$ cat src/rtl/fwd_hazard_ctrl.sv
// Forwarding / load-use hazard controller for the 5-stage core.
// Tracks producers in EX, MEM and WB. It registers the EX operand-mux
// selects one cycle ahead and flags the load-use stall.
// A producer that has just left WB (the "retired last cycle" slot) needs no
// storage of its own. When a consumer enters EX, that producer was in WB one
// cycle earlier, which is exactly when the select is computed, so it yields
// code 11 at no extra cost.

// Per-source select: the youngest qualified writer of rs wins.
module fwd_src_sel #(
  parameter int REG_ADDR_W = 5
) (
  input  logic [REG_ADDR_W-1:0]      rs,
  input  logic                       used,
  input  logic [2:0]                 wr_en,  // [0]=EX [1]=MEM [2]=WB, pre-qualified
  input  logic [2:0][REG_ADDR_W-1:0] wr_rd,
  output logic [1:0]                 sel
);
  // priority match, x0 and unused sources never forward
  always_comb begin
    sel = 2'b00;
    if (used && rs != '0) begin
      if (wr_en[0] && wr_rd[0] == rs)      sel = 2'b01;
      else if (wr_en[1] && wr_rd[1] == rs) sel = 2'b10;
      else if (wr_en[2] && wr_rd[2] == rs) sel = 2'b11;
    end
  end
endmodule

module fwd_hazard_ctrl #(
  parameter int REG_ADDR_W = 5
) (
  input  logic                  clk,
  input  logic                  rst,
  input  logic                  id_valid,
  input  logic [REG_ADDR_W-1:0] id_rs1,
  input  logic [REG_ADDR_W-1:0] id_rs2,
  input  logic                  id_rs1_used,
  input  logic                  id_rs2_used,
  input  logic [REG_ADDR_W-1:0] id_rd,
  input  logic                  id_reg_write,
  input  logic                  id_mem_read,
  input  logic                  ext_stall,
  input  logic                  flush,
  output logic [1:0]            fwd_a_sel,
  output logic [1:0]            fwd_b_sel,
  output logic                  load_use_stall
);
  localparam int STAGES = 2;  // slot index 0=EX, 1=MEM, 2=WB

  logic [STAGES:0]                 vld_pipe;
  logic [STAGES:0]                 wr_pipe;
  logic [STAGES:0][REG_ADDR_W-1:0] rd_pipe;
  logic                            ex_mem_read;
  logic [STAGES:0]                 wr_en;
  logic [1:0][REG_ADDR_W-1:0]      src_rs;
  logic [1:0]                      src_used;
  logic [1:0][1:0]                 sel_c;
  logic [1:0][1:0]                 sel_q;
  logic                            bubble;

  assign src_rs   = {id_rs2, id_rs1};
  assign src_used = {id_rs2_used, id_rs1_used};

  // a slot forwards only when it is live, writes, and does not target x0
  always_comb begin
    for (int i = 0; i <= STAGES; i++)
      wr_en[i] = vld_pipe[i] & wr_pipe[i] & (rd_pipe[i] != '0);
  end

  for (genvar i = 0; i < 2; i++) begin : g_src
    fwd_src_sel #(.REG_ADDR_W(REG_ADDR_W)) u_src (
      .rs    (src_rs[i]),
      .used  (src_used[i]),
      .wr_en (wr_en),
      .wr_rd (rd_pipe),
      .sel   (sel_c[i])
    );
  end

  // load in EX feeding the ID instruction; flush and freeze mask it
  assign load_use_stall = wr_en[0] & ex_mem_read & id_valid &
                          ((id_rs1_used & (id_rs1 == rd_pipe[0])) |
                           (id_rs2_used & (id_rs2 == rd_pipe[0]))) &
                          ~flush & ~ext_stall;

  assign bubble    = flush | load_use_stall;
  assign fwd_a_sel = sel_q[0];
  assign fwd_b_sel = sel_q[1];

  // slot shift and select register; freeze holds everything, a bubble zeroes EX
  always_ff @(posedge clk or posedge rst) begin
    if (rst) begin
      vld_pipe    <= '0;
      wr_pipe     <= '0;
      rd_pipe     <= '0;
      ex_mem_read <= 1'b0;
      sel_q       <= '0;
    end else if (!ext_stall) begin
      if (bubble) begin
        vld_pipe    <= {vld_pipe[STAGES-1:0], 1'b0};
        wr_pipe     <= {wr_pipe[STAGES-1:0], 1'b0};
        rd_pipe     <= {rd_pipe[STAGES-1:0], {REG_ADDR_W{1'b0}}};
        ex_mem_read <= 1'b0;
        sel_q       <= '0;
      end else begin
        vld_pipe    <= {vld_pipe[STAGES-1:0], id_valid};
        wr_pipe     <= {wr_pipe[STAGES-1:0], id_reg_write};
        rd_pipe     <= {rd_pipe[STAGES-1:0], id_rd};
        ex_mem_read <= id_mem_read;
        sel_q       <= id_valid ? sel_c : '0;
      end
    end
  end
endmodule

$ cat config.mk
export PLATFORM = sky130hd
export DESIGN_NAME = fwd_hazard_ctrl
export DESIGN_NICKNAME = d
export VERILOG_FILES = /design/src/rtl/fwd_hazard_ctrl.sv
export SDC_FILE = /design/constraint.sdc
export NUM_CORES = 1
export LEC_CHECK = 0
export ABC_AREA = 1
export CORE_MARGIN = 5
export CORE_UTILIZATION = 32
export DETAILED_ROUTE_END_ITERATION = 10
export GPL_TIMING_DRIVEN = 0
export PLACE_DENSITY = 0.52
export SLEW_MARGIN = 20
export SYNTH_ARGS = -nofsm -noshare
export SYNTH_HDL_FRONTEND = slang
export SYNTH_SLANG_ARGS = --single-unit
$ cat constraint.sdc
create_clock -name clk -period 1.78 [get_ports clk]
set_input_delay 0.178 -clock clk [delete_from_list [all_inputs] [get_ports clk]]
set_output_delay 0.178 -clock clk [all_outputs]
set_load 0.01 [all_outputs]
==> key figures <==
Run status
  • Status: complete, no violations

STA
  • Hold Violations, Final: 0
  • Unrepaired setup endpoints after global routing: no
  • Fin crit share: 0.9608
  • Relative slew slack: 0.6133
  • Clock skew: 0.004162 ns
  • Max frequency: 584.7 MHz
  • Worst-margin pin slew: 0.5791 ns
  • Endpoints failing setup: 0
  • Min Tclk post-route: 1.710 ns
  • Slew Viols, Final: 0

Hold path
  • Hold Path Sink: rd_pipe[14]
  • Min-delay worst type: input pin to flop
  • Hold path start: ext_stall
  • Hold path cells: 2

Logic synthesis
  • Synth cell count leaders: 81 x nand2_1, 26 x dfrtp_1, 24 x inv_1
  • Fraction of registers with async set/reset: 1.000
  • Mapped Cells: 242
  • Mapped Nets: 266
  • Yosys top cell area share: 0.3611
  • YS warnings: 0
  • Synth top area cells: dfrtp_1 36%, nand2_1 17%, inv_1 5.0%, nand3_2 4.4%, o21ai_0 4.2%
  • Synth unique cells: 27
  • Post-synth EDFFs: 0
  • Post-synth top flop: dfrtp_1
  • Avg Cell Area, Syn: 7.445 um2
  • Synth area leader: dfrtp_1
  • Cell Area, Synth: 1802 um2
  • Sequential area share after synthesis: 0.3611
  • Synthesis-stage register bit count: 26
  • Most frequent cell after synthesis: nand2_1

Worst setup path
  • Worst r2r dst: vld_pipe[0]
  • R2r setup slk: 0.22 ns
  • Setup CP Type: input pin to output port
  • Startpoint Class: input pin
  • Worst path arrival time: 1.53 ns
  • CP max FO: 4
  • Required time of the critical path: 1.60 ns
  • Worst r2r src: rd_pipe[4]
  • R2R cell count: 7
  • Setup crit end kind: output port

Layout
  • Filler instances: 588
  • Seq. cell area: 653.1 um2
  • P&R area growth vs syn: 26.11%
  • Area of the multi-input gates: 1027 um2
  • Non-Filler Instances: 351
  • Share of cells above drive strength 1: 0.2007
  • Final instance area: 2272 um2
  • Total Nets Final: 304
  • Antenna diode count: 0

GRT
  • Global-route wire length before repair: 8376 um
  • Overflow after GRT: 0
  • Largest net degree at the start of global routing: 27
  • Gr usage total: 0.1486
  • Antenna violations before repair: 0
  • Vias in the first global route: 1693

Floorplanning
  • Chip height: 85.04 um
  • Starting density of the core: 0.3292
  • Site Rows: 27
  • Top Ports: 29
  • Die area: 7231 um2
  • Die width: 85.04 um
  • Core Box Area: 5473 um2

Detailed routing
  • Post-DRT Antenna Nets: 0
  • Vias per cell: 4.587
  • # DRC: 0
  • Routed WL: 4837 um
  • Avg WL per Cell: 13.78 um
  • DRT iter0 DRCs: 66
  • Drt first pass iters: 4
  • Via count: 1610

CTS
  • CTS Sinks: 26
  • Worst-path clk slew: 0.10 ns
  • CTS tree: yes
  • Hold_buf cts: 0
  • H-tree levels: 1
  • Clock tree buffer depth: 2
  • TritonCTS Buffers: 3
  • Clock latency on the worst-skew pair: 0.27 ns
  • Clock Tree Root: clkbuf_8

Placed design
  • Cell Area, Placed: 2162 um2
  • Inst Count DP: 341
  • I/O Buffers: 27
  • HPWL Detailed: 3750 um
  • GP Congestion: 0.7996

Power and ir drop
  • Leakage power: 1.099 nW
  • Cell area power density: 648.6 nW/um2
  • Worst VDD drop: 0.2818 mV

Run
  • Total of max-cap violations: 0
## layer usage
layer	GRT usage	wire (um)	vias to the layer above
li1	-	-	838
met1	0.2015	2418	745
met2	0.2458	2243	23
met3	0.01748	106	4
met4	0.04748	69	0
met5	0	0	-
## registers in the layout, indices dropped and copies added, names as in the netlist
signal and cells:
fwd_a_sel 2, wr_pipe 3, vld_pipe 3, ex_mem_read 1
fwd_b_sel 2, rd_pipe 15
## metrics by stage
step | TNS [ns] | utilization | hold WS [ns] | setup slack, ns | total power, mW
2_1_floorplan | 0 | - | 0.2180 | 0.5039 | 0.9320
3_3_place_gp | -0.4932 | 0.3951 | 0.4592 | -0.4832 | 1.071
3_5_place_dp | -0.5100 | 0.3951 | 0.4654 | -0.4859 | 1.072
4_1_cts | 0 | 0.4104 | 0.1632 | 0.02853 | 1.478
5_1_grt | 0 | 0.4152 | 0.1602 | 0.0001776 | 1.572
6_report | 0 | 0.4152 | 0.1635 | 0.06985 | 1.474
## worst max path at each step
stage / from / end / slack, ns / cells past startpoint
after floorplan: rd_pipe[2] / vld_pipe[0] / 0.50 / 6
after global placement: id_rs1[4] / load_use_stall / -0.48 / 10
after detailed placement: id_rs2[0] / load_use_stall / -0.49 / 10
after CTS: rd_pipe[1] / load_use_stall / 0.03 / 7
after global routing: id_rs2[4] / load_use_stall / 0.0002 / 7
final: id_rs2[4] / load_use_stall / 0.07 / 7
## logic make-up (layout without fill, tap and decap cells)
kind of cell    count (synthesis)  in the layout  synth area share
xor+xnor                       13             13           0.06319
buf+inv                        35             72           0.07709
flops                          26             26            0.3611
compound gates                 32             32            0.1056
simple gates                  136            136            0.3931
## timing repair
action | CTS | global route
pin swaps | 4 | 3
setup endpoints to repair | 1 | 1
buffers inserted | 4 | 2
cloned | 0 | 0
resized for setup | 12 | 5
hold endpoints to repair | 0 | 0
## worst max-delay path, stage by stage
cell and delay [ns]:
clkdlybuf4s50_1 0.52, xnor2_1 0.33, nand4_2 0.17, nand2_4 0.13
nand2_8 0.06, inv_2 0.04, buf_2 0.11
## power by group
part	switching (mW)	total (mW)	leakage, nW	internal [mW]
Clock	0.198	0.396	0.0288	0.198
Combinational	0.220	0.382	0.729	0.162
Sequential	0.0570	0.696	0.341	0.639
## final cells by class
type	instances	area share
plain buffers	4	0.009912
flip-flops and latches	26	0.2874
well taps	72	0.03965
multi-input cells	181	0.4521
repair buffers	33	0.1355
inverters	31	0.05121
clock buffers	4	0.02423
## layout by cell type (no fill, tap or decap), types with 2 or more instances in the layout
cell	n
buf_4	6
a21oi_1	2
nand3_1	8
clkbuf_8	4
clkbuf_1	3
nand2_1	80
dfrtp_1	24
nand2_4	2
xor2_1	7
nor2_4	4
nand2_2	5
o21ai_2	5
o21ai_1	6
clkdlybuf4s50_1	21
nor2_1	19
nand3_2	8
nand4_1	5
dlygate4sd2_1	4
o21ai_0	15
inv_1	20
dfrtp_2	2
nor2_8	2
inv_2	11
xnor2_1	5
o211ai_1	2
Note: power is estimated with default switching activity, not from simulation.
